`config.mk`:
```
export PLATFORM = sky130hd
export DESIGN_NAME = adc128s_fc_flat
export DESIGN_NICKNAME = d
export VERILOG_FILES = /design/src/rtl/adc128s_pkg.sv /design/src/rtl/adc128s_fc_if.sv /design/src/rtl/adc128s_sync_edge.sv /design/src/rtl/adc128s_fc.sv /design/src/flat_wrapper.sv
export SDC_FILE = /design/constraint.sdc
export NUM_CORES = 1
export LEC_CHECK = 0
export CAP_MARGIN = 20
export CELL_PAD_IN_SITES_DETAIL_PLACEMENT = 1
export CELL_PAD_IN_SITES_GLOBAL_PLACEMENT = 1
export CORE_UTILIZATION = 30
export DETAILED_ROUTE_END_ITERATION = 8
export PLACE_DENSITY_LB_ADDON = 0.1
export SYNTH_ARGS = -nofsm -noshare
export SYNTH_HDL_FRONTEND = slang
export SYNTH_HIERARCHICAL = 1
export SYNTH_SLANG_ARGS = --single-unit
```
`constraint.sdc`:
```
create_clock -name clk -period 2.3 [get_ports clk]
set_input_delay 0.46 -clock clk [delete_from_list [all_inputs] [get_ports clk]]
set_output_delay 0.46 -clock clk [all_outputs]
set_load 0.01 [all_outputs]
```
`src/rtl/adc128s_pkg.sv`:
```
// Package for the adc128s_fc A2D converter bench model.
// Holds the channel addresses that map onto real analog inputs and the SPI frame length.
package adc128s_pkg;

    localparam logic [2:0] CH_LFT   = 3'd0;
    localparam logic [2:0] CH_RGHT  = 3'd4;
    localparam logic [2:0] CH_STEER = 3'd5;
    localparam logic [2:0] CH_BATT  = 3'd6;

    localparam int unsigned FRAME_BITS = 16;

endpackage

```
`src/rtl/adc128s_fc_if.sv`:
```
// SPI bus between the A2D master and the adc128s_fc slave model.
//   SS_n    : slave select, active low (master -> slave)
//   SCLK    : serial clock, idles high (master -> slave)
//   MOSI    : master-out data (master -> slave)
//   MISO    : slave-out data (slave -> master)
//   MISO_oe : MISO pad enable; low means the pad is high-Z
interface adc128s_fc_if;

    logic SS_n;
    logic SCLK;
    logic MOSI;
    logic MISO;
    logic MISO_oe;

    modport master (
        output SS_n,
        output SCLK,
        output MOSI,
        input  MISO,
        input  MISO_oe
    );

    modport slave (
        input  SS_n,
        input  SCLK,
        input  MOSI,
        output MISO,
        output MISO_oe
    );

endinterface

```
`src/rtl/adc128s_sync_edge.sv`:
```
// Two-flop synchronizer plus one history flop, with single-clk rise/fall pulses.
//   clk, rst_n : clock and asynchronous active-low reset
//   async_i    : asynchronous input
//   sync_o     : synchronized level
//   rise_o     : one-clk pulse on synchronized 0->1
//   fall_o     : one-clk pulse on synchronized 1->0
module adc128s_sync_edge #(
    parameter logic RstVal = 1'b1
) (
    input  logic clk,
    input  logic rst_n,
    input  logic async_i,
    output logic sync_o,
    output logic rise_o,
    output logic fall_o
);

    logic [2:0] sync_q;

    always_ff @(posedge clk or negedge rst_n) begin
        if (!rst_n) begin
            sync_q <= {3{RstVal}};
        end else begin
            sync_q <= {sync_q[1:0], async_i};
        end
    end

    // sync_q[1] is the synchronized level, sync_q[2] its one-clk history.
    assign sync_o = sync_q[1];
    assign rise_o = sync_q[1] & ~sync_q[2];
    assign fall_o = ~sync_q[1] & sync_q[2];

endmodule

```
`src/rtl/adc128s_fc.sv`:
```
// Behavioural model of an 8-channel 12-bit SPI A2D converter acting as SPI slave.
// Each 16-bit frame carries a channel address in MOSI[13:11]; the frame that follows
// returns {4'b0000, value} of that channel on MISO, MSB first.
//   clk, rst_n       : clock and asynchronous active-low reset
//   spi              : SPI slave modport (SS_n, SCLK, MOSI in; MISO, MISO_oe out)
//   ld_cell_lft_i    : channel 0 value
//   ld_cell_rght_i   : channel 4 value
//   steer_pot_i      : channel 5 value
//   batt_i           : channel 6 value
module adc128s_fc
    import adc128s_pkg::*;
#(
    parameter logic [11:0] UNUSED_VAL = 12'h000
) (
    input  logic        clk,
    input  logic        rst_n,
    adc128s_fc_if.slave spi,
    input  logic [11:0] ld_cell_lft_i,
    input  logic [11:0] ld_cell_rght_i,
    input  logic [11:0] steer_pot_i,
    input  logic [11:0] batt_i
);

    localparam logic [4:0] FullCnt = 5'(FRAME_BITS);

    logic ss_sync, ss_rise, ss_fall;
    logic sclk_sync_unused, sclk_rise, sclk_fall;
    logic [1:0] mosi_q;
    logic mosi_sync;

    logic [2:0]  addr_q, addr_d;
    logic [15:0] rx_q, rx_d;
    logic [15:0] tx_q, tx_d;
    logic [4:0]  cnt_q, cnt_d;
    logic        seen_q, seen_d;
    logic [11:0] ch_val;
    logic        rx_msb_unused;

    adc128s_sync_edge #(.RstVal(1'b1)) u_ss_sync (
        .clk    (clk),
        .rst_n  (rst_n),
        .async_i(spi.SS_n),
        .sync_o (ss_sync),
        .rise_o (ss_rise),
        .fall_o (ss_fall)
    );

    adc128s_sync_edge #(.RstVal(1'b1)) u_sclk_sync (
        .clk    (clk),
        .rst_n  (rst_n),
        .async_i(spi.SCLK),
        .sync_o (sclk_sync_unused),
        .rise_o (sclk_rise),
        .fall_o (sclk_fall)
    );

    // Two flops so MOSI lines up with the synchronized SCLK level.
    always_ff @(posedge clk or negedge rst_n) begin
        if (!rst_n) begin
            mosi_q <= 2'b00;
        end else begin
            mosi_q <= {mosi_q[0], spi.MOSI};
        end
    end
    assign mosi_sync = mosi_q[1];

    always_comb begin
        case (addr_q)
            CH_LFT:   ch_val = ld_cell_lft_i;
            CH_RGHT:  ch_val = ld_cell_rght_i;
            CH_STEER: ch_val = steer_pot_i;
            CH_BATT:  ch_val = batt_i;
            default:  ch_val = UNUSED_VAL;
        endcase
    end

    always_comb begin
        addr_d = addr_q;
        rx_d   = rx_q;
        tx_d   = tx_q;
        cnt_d  = cnt_q;
        seen_d = seen_q;
        if (ss_fall) begin
            tx_d = {4'b0000, ch_val};
        end
        // Frame end takes priority over any SCLK edge in the same clk.
        if (ss_rise) begin
            if (cnt_q == FullCnt) begin
                addr_d = rx_q[13:11];
            end
            cnt_d  = '0;
            seen_d = 1'b0;
        end else if (!ss_sync) begin
            if (sclk_rise) begin
                rx_d   = {rx_q[14:0], mosi_sync};
                seen_d = 1'b1;
                if (cnt_q != FullCnt) begin
                    cnt_d = cnt_q + 5'd1;
                end
            end
            // Ignore the leading fall of an idle-high SCLK so bit 15 is held for one bit time.
            if (sclk_fall && seen_q) begin
                tx_d = {tx_q[14:0], 1'b0};
            end
        end
    end

    always_ff @(posedge clk or negedge rst_n) begin
        if (!rst_n) begin
            addr_q <= 3'd0;
            rx_q   <= '0;
            tx_q   <= '0;
            cnt_q  <= '0;
            seen_q <= 1'b0;
        end else begin
            addr_q <= addr_d;
            rx_q   <= rx_d;
            tx_q   <= tx_d;
            cnt_q  <= cnt_d;
            seen_q <= seen_d;
        end
    end

    assign rx_msb_unused = rx_q[15];
    assign spi.MISO      = tx_q[15];
    assign spi.MISO_oe   = ~ss_sync;

endmodule

```
`src/flat_wrapper.sv`:
```
// flat-port wrapper written by rule: the top's interface ports become plain ports
module adc128s_fc_flat import adc128s_pkg::*;
#(
    parameter logic [11:0] UNUSED_VAL = 12'h000
)
  (clk, rst_n, ld_cell_lft_i, ld_cell_rght_i, steer_pot_i, batt_i, spi_SS_n, spi_SCLK, spi_MOSI, spi_MISO, spi_MISO_oe);
  adc128s_fc_if spi_i ();
  input  logic clk;
  input  logic rst_n;
  input  logic [11:0] ld_cell_lft_i;
  input  logic [11:0] ld_cell_rght_i;
  input  logic [11:0] steer_pot_i;
  input  logic [11:0] batt_i;
  input wire logic [$bits(spi_i.SS_n)-1:0] spi_SS_n;
  input wire logic [$bits(spi_i.SCLK)-1:0] spi_SCLK;
  input wire logic [$bits(spi_i.MOSI)-1:0] spi_MOSI;
  output wire logic [$bits(spi_i.MISO)-1:0] spi_MISO;
  output wire logic [$bits(spi_i.MISO_oe)-1:0] spi_MISO_oe;
  assign spi_i.SS_n = spi_SS_n;
  assign spi_i.SCLK = spi_SCLK;
  assign spi_i.MOSI = spi_MOSI;
  assign spi_MISO = spi_i.MISO;
  assign spi_MISO_oe = spi_i.MISO_oe;
  adc128s_fc #(.UNUSED_VAL(UNUSED_VAL)) u_core (.clk(clk), .rst_n(rst_n), .spi(spi_i), .ld_cell_lft_i(ld_cell_lft_i), .ld_cell_rght_i(ld_cell_rght_i), .steer_pot_i(steer_pot_i), .batt_i(batt_i));
endmodule
```
==> results of run 1 <==
-- routing by layer --
metal  track usage [%]  part of all wire [%]  vias to the layer above
met5                 0                     0                        -
li1                  -                     -                      916
met4              2.41                  0.47                        0
met3              3.05                   2.4                        2
met2              21.7                    46                       23
met1              19.7                    51                      941
-- sequential cells by signal, indices dropped and copies added (netlist names) --
signal                     count
u_core/u_sclk_sync/sync_q      3
u_core/rx_q                   14
u_core/tx_q                   16
u_core/addr_q                  3
u_core/u_ss_sync/sync_q        3
u_core/cnt_q                   5
u_core/seen_q                  1
u_core/mosi_q                  2
-- final timing paths --
| kind | startpoint | end | slack (ns) | cells after the start |
|---|---|---|---|---|
| max reg2reg | u_core/u_sclk_sync/sync_q[2] | u_core/tx_q[8] | 0.19 | 5 |
| min | rst_n | u_core/tx_q[9] | 0.11 | 1 |
| max in group asynchronous | rst_n | u_core/u_ss_sync/sync_q[0] | 1.56 | 2 |
| max | u_core/u_sclk_sync/sync_q[2] | u_core/tx_q[8] | 0.19 | 5 |
| min in group clk | u_core/mosi_q[0] | u_core/mosi_q[1] | 0.35 | 0 |
| min reg2reg | u_core/mosi_q[0] | u_core/mosi_q[1] | 0.35 | 0 |
-- final cells by class --
cell class	count	area share, %
clock inverters	2	1.70
inverters	4	0.426
multi-input cells	149	40.4
repair buffers	66	18.1
well taps	108	3.83
flip-flops and latches	47	33.5
clock buffers	6	2.06
-- power groups by stage --
stage | logic, uW | clock network (uW) | registers, uW
3_5_place_dp | 332 | 0 | 996
2_1_floorplan | 195 | 0 | 976
4_1_cts | 333 | 740 | 981
6_report | 326 | 711 | 979
5_1_grt | 358 | 771 | 994
3_3_place_gp | 324 | 0 | 992
-- synth_stat cells, drive strengths merged (2+ instances only) --
library cell | instances | share of area (%)
a211oi | 12 | 3.9
a21oi | 5 | 0.90
and2b | 4 | 1.3
and4b | 12 | 4.3
buf | 15 | 5.7
clkbuf | 2 | 0.27
dfrtp | 41 | 37
dfstp | 6 | 5.7
ha | 2 | 0.90
inv | 4 | 0.54
mux2 | 29 | 12
mux2i | 11 | 3.9
nand2 | 7 | 0.94
nand2b | 6 | 1.6
nand3 | 2 | 0.36
nor2 | 3 | 0.49
nor2b | 14 | 3.1
nor4b | 12 | 7.0
o21ai | 9 | 1.6
o31ai | 12 | 4.8
or3 | 2 | 0.45
-- cell families after synthesis --
kind of cell	share of synthesized area (%)
AOI/OAI and AO/OA	11.8
adders and majority gates	0.897
buffers and inverters	6.51
DFF	42.4
muxes	16.2
and+or+nand+nor	22.2
-- stage by stage --
stage	util, %	power, uW	setup slack, ns	hold WS [ns]	area (sq um)
finish	39.9	2020	0.190	0.106	3530
global route	39.9	2120	0.0531	0.117	3530
CTS	39.9	2050	0.171	0.113	3530
detailed placement	38.4	1330	0.184	0.339	3400
global placement	38.4	1320	0.237	0.338	3400
floorplan	-	1170	0.634	0.164	2790
-- layout by cell type (no fill, tap or decap), types with 3 or more instances in the layout --
master	synthesis	final
a211oi_1	8	8
nor4b_4	4	4
a211oi_2	4	4
and4b_1	12	12
nor4b_1	3	3
nand2_1	7	7
o31ai_1	3	3
nor4b_2	5	5
inv_1	4	4
o31ai_2	9	9
a21oi_1	5	5
mux2_2	25	25
mux2_4	4	4
buf_4	3	11
o21ai_0	9	9
nand2b_1	5	5
clkbuf_8	0	5
dfrtp_1	41	41
clkdlybuf4s50_1	0	53
dfstp_2	6	6
nor2b_1	14	14
mux2i_1	11	11
==> results.yml, run 1 <==
clock_network:
  cts_buffer_depth: 2
  clk_pin_slew_worst_paths_ns: 0.09
  insertion_delay_ns: 0.29
  clock-sinks: 47
  h-tree-depth: 2
  cts_hold_buffers: 0
  cts_setup_buffers: 0
  cts_tree: "yes"
  cts_buffers: 5
  ctsResizeCount: 0
  clockRootBuffer: "clkbuf_8"
sta:
  relSlewSlack_pct: 54.1
  post-route-period-util_pct: 91.7
  rsz0062_at_grt: "no"
  max_freq_ghz: 0.474
  min_period_ns: 2.11
  maxSlewViolCount: 0
  setup_tns_ns: 0
  worstMarginPinSlew_ns: 0.688
  setup_viol: 0
  hold_violations: 0
  fin_skew_ns: 0.00861
logic_synthesis:
  ys_types: 40
  synthCells: 217
  ys_warn_count: 6
  netlist_area_sq_mm: 0.00279
  async_reset_ff_share_pct: 100
  synth_nets: 272
  avgSynthCellArea_sq_um: 12.9
  synth_edf_count: 0
  seq_area_frac_synth_pct: 42.4
  synthFlopType: "dfrtp_1"
  synth_seq_cells: 47
pwr:
  switching_share_pct: 22.0
  comb_power_share_pct: 16.2
  ir_worst_vdd_mv: 0.309
  power_leakage_uw: 0.00144
  switching_power_uw: 443
  p_per_area_mw_per_mm2: 571
  p_seq_share_pct: 48.6
  internal_power_uw: 1570
  pwr-share-clk_pct: 35.3
global_routing:
  gr-total-overflow: 0
  grt_pass1_vias: 2066
  grt_first_pass_wirelength_mm: 10.4
  grt_use_total_pct: 13.8
  grt_max_degree: 38
  antenna_found_initial: 0
worst_setup_path:
  arrival_ns: 2.29
  cpPeakStageDelay_ns: 0.65
  crit_chain: "and2b_2 -> nor4bb_4 -> buf_4 -> mux2i_1 -> o31ai_2"
  crit_required_ns: 2.48
  criticalPathCategory: "reg2reg"
  crit_family: "simple AND/OR/NAND/NOR gates"
  timing.critical_path.slowest_stage_cell: "nor4bb_4"
  worstPathMaxFanout: 13
  worst-path-buf-inv: 1
  worstSetupEndpointType: "register"
  cp-start-kind: "register"
final_layout:
  multi_input_area_sq_mm: 0.00142
  fin_nets: 328
  layout.cells.non_filler: 382
  regArea_sq_mm: 0.00118
  syn_to_final_growth_pct: 26.5
  fillerInstances: 977
  antenna_cells: 0
  drive_above_1_share_pct: 31.4
place:
  gp_congestion: 0.680
  dp.cells: 374
  dp_hpwl_mm: 4.56
  port_buffers: 54
worst_hold_path:
  min_path_type: "in2async"
detailed_routing:
  ant_nets: 0
  drc: 0
  drtIter0Drc: 60
  via_per_inst: 4.93
  num_vias: 1882
  wl_mm: 6.24
  drt_first_pass_iters: 6
  wl_per_cell_um: 16.3
floorplan:
  coreArea_sq_mm: 0.00885
  rows: 34
  die_area_sq_mm: 0.00969
  die_w_um: 98.4
  pin_count: 55
  start_util_pct: 31.5
  die_height_um: 98.4
run:
  max-cap-violations: 0
status:
  status: "finished clean"
Power figures use the tool's default switching activity.
==> run 2: changes to the inputs <==
Settings changed: CORE_MARGIN set to 5, DONT_BUFFER_PORTS set to 1, SLEW_MARGIN set to 20.
==> run 2 against run 1 <==
  * Wire length fell by 3.0%
  * Non-clock buffer count fell by 55
  * Clock power fell by 12%
  * Setup slack better by 0.24 ns
  * Power down 8.5%
  * Global-route usage down 2.4 points
  * Register-to-register slack better by 0.24 ns
  * Maximum frequency rose by 13%
  * Critical endpoint is now u_core/tx_q[7]
  * Largest cell class unchanged
  * Largest power group unchanged
==> results.yml, run 2 (same netlist as run 1, synthesis figures left out) <==
status:
  status: "finished clean"
clock_network:
  clk_pin_slew_worst_paths_ns: 0.09
  cts_buffers: 5
  clockRootBuffer: "clkbuf_8"
  clock-sinks: 47
  h-tree-depth: 2
  cts_setup_buffers: 0
  insertion_delay_ns: 0.29
  ctsResizeCount: 0
  cts_buffer_depth: 2
  cts_tree: "yes"
sta:
  maxSlewViolCount: 0
  timing.final.ws_setup_ns: 0.432
  hold_ws_ns: 0.00951
  setup_tns_ns: 0
  fin_skew_ns: 0.00603
  worstMarginPinSlew_ns: 0.486
  rsz0062_at_grt: "no"
  relSlewSlack_pct: 67.4
  hold_violations: 0
  max_freq_ghz: 0.535
  min_period_ns: 1.87
  post-route-period-util_pct: 81.2
  setup_viol: 0
place:
  place_area_sq_mm: 0.00284
  place_ws_ns: 0.421
  dp_hpwl_mm: 4.54
  gp_congestion: 0.725
  port_buffers: 0
worst_setup_path:
  cp-start-kind: "register"
  timing.critical_path.slowest_stage_cell: "dfstp_2"
  crit_required_ns: 2.48
  crit_chain: "and2b_2 -> nor4bb_4 -> buf_4 -> mux2i_1 -> o31ai_2"
  criticalPathCategory: "reg2reg"
  reg2regPathDepth: 5
  worstSetupEndpointType: "register"
  cpPeakStageDelay_ns: 0.54
  worstPathMaxFanout: 16
  arrival_ns: 2.05
final_layout:
  fin_nets: 273
  syn_to_final_growth_pct: 6.82
  fillerInstances: 984
  regArea_sq_mm: 0.00118
  multi_input_area_sq_mm: 0.00142
  largestRegisters: "u_core/tx_q (16), u_core/rx_q (14), u_core/cnt_q (5)"
  drive_above_1_share_pct: 38.8
  antenna_cells: 0
  final_cell_mix: "dfrtp_1, mux2_2, nor2b_1, and4b_1, mux2i_1"
  top_register: "u_core/tx_q"
  final_cell_area_sq_mm: 0.00298
  final_common_cell: "dfrtp_1"
  largest_reg_flops: 16
global_routing:
  antenna_found_initial: 0
  grt_use_total_pct: 11.4
  grt_max_degree: 48
  grt_first_pass_wirelength_mm: 10.4
  grt_pass1_vias: 1994
  gr-total-overflow: 0
floorplan:
  coreArea_sq_mm: 0.00915
  pin_count: 55
  start_util_pct: 30.5
  die_height_um: 106
  rows: 35
  die_area_sq_mm: 0.0113
  die_w_um: 106
run:
  max-cap-violations: 0
detailed_routing:
  ant_nets: 0
  wl_per_cell_um: 18.3
  drc: 0
  wl_mm: 6.05
  via_per_inst: 5.22
  num_vias: 1723
  drt_first_pass_iters: 4
  drtIter0Drc: 35
worst_hold_path:
  min_path_type: "in2async"
pwr:
  power_leakage_uw: 0.00122
  power_uw: 1840
  ir_worst_vdd_mv: 0.242
  p_per_area_mw_per_mm2: 619
==> run 2: cell types whose count changed in the layout (fill, tap and decap cells not counted), sizes merged <==
cell,delta
buf,-2
bufinv,-1
clkbuf,-1
clkdlybuf4s50,-53
clkinvlp,+1
inv,+1
==> run 2: final timing paths <==
kind / start / slack [ns] / to
setup / recovery: u_core/u_sclk_sync/sync_q[2] / 0.43 / u_core/tx_q[7]
setup reg to reg: u_core/u_sclk_sync/sync_q[2] / 0.43 / u_core/tx_q[7]
hold reg to reg: u_core/u_sclk_sync/sync_q[0] / 0.37 / u_core/u_sclk_sync/sync_q[1]
min in group clk: spi_SCLK / 0.15 / u_core/u_sclk_sync/sync_q[0]
max in group asynchronous: rst_n / 2.02 / u_core/u_ss_sync/sync_q[1]
hold / removal: rst_n / 0.01 / u_core/tx_q[11]
==> run 2: layer usage <==
metal	global-route usage [%]	vias up	wire length (um)
met1	14.0	873	2650
met2	19.8	35	3120
met3	3.04	8	203
met5	0	-	0
met4	2.74	0	74
li1	-	807	-
==> run 2: layout make-up <==
type	instances	area share (%)
tap	111	4.66
sequential	47	39.7
clock buffer	5	2.31
inverter	4	0.504
timing repair buffer	11	3.44
clock inverter	3	1.55
multi-input combinational	149	47.8
==> run 2: critical path: cells and delay by family (launching register included) <==
family | cells | cell delay (ns)
compound gates | 1 | 0.09
buf+inv | 1 | 0.31
flops | 1 | 0.54
mux | 1 | 0.26
simple gates | 2 | 0.54
==> run 2: metrics by stage <==
stage,util (%),instances
global route,32.5,330
floorplan,-,217
detailed placement,31.0,321
CTS,32.5,330
global placement,31.0,321
finish,32.5,330
==> run 2: where the power goes <==
group	internal, uW	total, uW	switching, uW
combinational	137	241	105
sequential	928	980	52.0
clock	328	623	295
==> run 2: what timing repair did <==
action                                  4_1_cts  5_1_grt
hold buffers                                  1        0
hold endpoints to repair                     47        0
endpoints found under the setup margin        0        0
==> run 3: changes to the inputs <==
Clock period 2.3 ns to 1.71 ns, I/O delays scaled along.
==> run 3 against run 2 <==
  * Final area increased by 7.8%
  * Global-route usage grew 0.14 points
  * Maximum frequency increased by 13%
  * Register-to-register slack worse by 0.38 ns
  * Clock skew is 0.0025 ns lower
  * Via count up 3.7%
  * Worst hold slack improved by 0.052 ns
  * Die area did not move
  * Wire length is 0.26% higher
  * Combinational power is 56% higher
  * Largest power group unchanged
==> results.yml, run 3 (same netlist as run 1, synthesis figures left out) <==
status:
  status: "finished clean"
clock_network:
  cts_buffers: 5
  cts_tree: "yes"
  clock-sinks: 47
  clockRootBuffer: "clkbuf_8"
  insertion_delay_ns: 0.30
  clk_pin_slew_worst_paths_ns: 0.10
  cts_buffer_depth: 2
  h-tree-depth: 2
detailed_routing:
  drtIter0Drc: 29
  drt_first_pass_iters: 3
  wl_per_cell_um: 17.4
  num_vias: 1787
  via_per_inst: 5.12
  drc: 0
  ant_nets: 0
  wl_mm: 6.07
pwr:
  power_leakage_uw: 0.00134
  comb_power_share_pct: 15.5
  p_per_area_mw_per_mm2: 752
  ir_worst_vdd_mv: 0.336
  switching_share_pct: 26.6
  switching_power_uw: 642
  pwr-share-clk_pct: 29.7
  internal_power_uw: 1770
  p_seq_share_pct: 54.7
  power_uw: 2410
sta:
  hold_violations: 0
  post-route-period-util_pct: 96.8
  setup_tns_ns: 0
  setup_viol: 0
  fin_skew_ns: 0.00348
  maxSlewViolCount: 0
  relSlewSlack_pct: 74.0
  min_period_ns: 1.65
  worstMarginPinSlew_ns: 0.387
  rsz0062_at_grt: "yes"
  max_freq_ghz: 0.604
final_layout:
  drive_above_1_share_pct: 45.0
  largestRegisters: "u_core/tx_q (16), u_core/rx_q (14), u_core/cnt_q (5)"
  fin_nets: 292
  final_util_pct: 35.1
  fillerInstances: 956
  final_cell_mix: "dfrtp_1, mux2_2, buf_4, and4b_1, nor2b_1"
  layout.cells.non_filler: 349
  final_common_cell: "dfrtp_1"
  antenna_cells: 0
  syn_to_final_growth_pct: 15.1
  largest_reg_flops: 16
  top_register: "u_core/tx_q"
global_routing:
  gr-total-overflow: 0
  antenna_found_initial: 0
  grt_max_degree: 48
  grt_use_total_pct: 11.5
  grt_first_pass_wirelength_mm: 10.4
  grt_pass1_vias: 2012
floorplan:
  coreArea_sq_mm: 0.00915
  die_height_um: 106
  die_w_um: 106
  pin_count: 55
  start_util_pct: 30.5
  rows: 35
  die_area_sq_mm: 0.0113
worst_hold_path:
  min_path_type: "in2reg"
worst_setup_path:
  worstPathMaxFanout: 15
  cp-start-kind: "register"
  crit_required_ns: 1.89
  criticalPathCategory: "reg2reg"
  worstSetupEndpointType: "register"
  arrival_ns: 1.83
place:
  dp.cells: 333
  dp_hpwl_mm: 4.46
  port_buffers: 0
  gp_congestion: 0.677
run:
  max-cap-violations: 0
run 3: cell count changes in the layout (fill, tap and decap cells not counted), sizes merged:
cell / previous run / this run
buf: 11 / 27
dlygate4sd3: 0 / 3
bufinv: 1 / 0
inv: 5 / 6
run 3: repair_timing:
item	CTS	global route
setup buffers	0	4
setup endpoints to repair	14	14
hold buffers	2	2
endpoints found under the hold margin	47	2
resized for setup	4	5
pin swaps	1	1
run 3: worst max-delay path, cell delays in order (launching register included):
cell	delay [ns]
dfstp_2	0.55
nor2b_2	0.05
nor4bb_4	0.39
buf_12	0.20
mux2i_2	0.23
o31ai_1	0.11
run 3: layout make-up:
class / instances / area [sq um] / area share, %
multi-input combinational: 149 / 1460 / 45.5
inverter: 4 / 15.0 / 0.468
sequential: 47 / 1180 / 36.9
clock inverter: 3 / 27.5 / 0.857
clock buffer: 5 / 68.8 / 2.14
tap: 111 / 139 / 4.33
timing repair buffer: 30 / 315 / 9.82
run 3: power groups by stage:
| stage | registers, uW | logic [uW] | clock network (uW) |
|---|---|---|---|
| 6_report | 1320 | 375 | 717 |
| 2_1_floorplan | 1310 | 262 | 0 |
| 4_1_cts | 1320 | 367 | 763 |
| 3_5_place_dp | 1340 | 325 | 0 |
| 5_1_grt | 1340 | 420 | 818 |
| 3_3_place_gp | 1330 | 307 | 0 |
run 3: worst paths after layout:
check | startpoint | to | depth (start not counted) | slack (ns)
worst max-delay path | u_core/u_ss_sync/sync_q[2] | u_core/tx_q[11] | 5 | 0.06
worst min-delay path | spi_MOSI | u_core/mosi_q[0] | 0 | 0.06
worst max register to register | u_core/u_ss_sync/sync_q[2] | u_core/tx_q[11] | 5 | 0.06
worst min register to register | u_core/mosi_q[0] | u_core/mosi_q[1] | 0 | 0.36
max in group asynchronous | rst_n | u_core/u_ss_sync/sync_q[0] | 2 | 0.87
min in group asynchronous | rst_n | u_core/tx_q[5] | 2 | 0.58
run 3: per-layer routing:
layer | wire length (um) | track usage, % | part of all wire, % | vias up
met2 | 3100 | 19.5 | 51 | 26
met1 | 2740 | 14.9 | 45 | 912
met5 | 0 | 0 | 0 | -
met3 | 196 | 2.79 | 3.2 | 2
li1 | - | - | - | 847
met4 | 31 | 2.47 | 0.51 | 0
run 3: through the flow:
| stage | cell area [sq um] | hold slack, ns | setup WS [ns] |
|---|---|---|---|
| after global routing | 3210 | 0.0244 | -0.0504 |
| after CTS | 3140 | 0.00940 | 0.00139 |
| after global placement | 2990 | 0.0491 | 0.0244 |
| final | 3210 | 0.0620 | 0.0555 |
| after detailed placement | 2990 | 0.0490 | -0.0581 |
| after floorplan | 2790 | 0.0464 | 0.0439 |
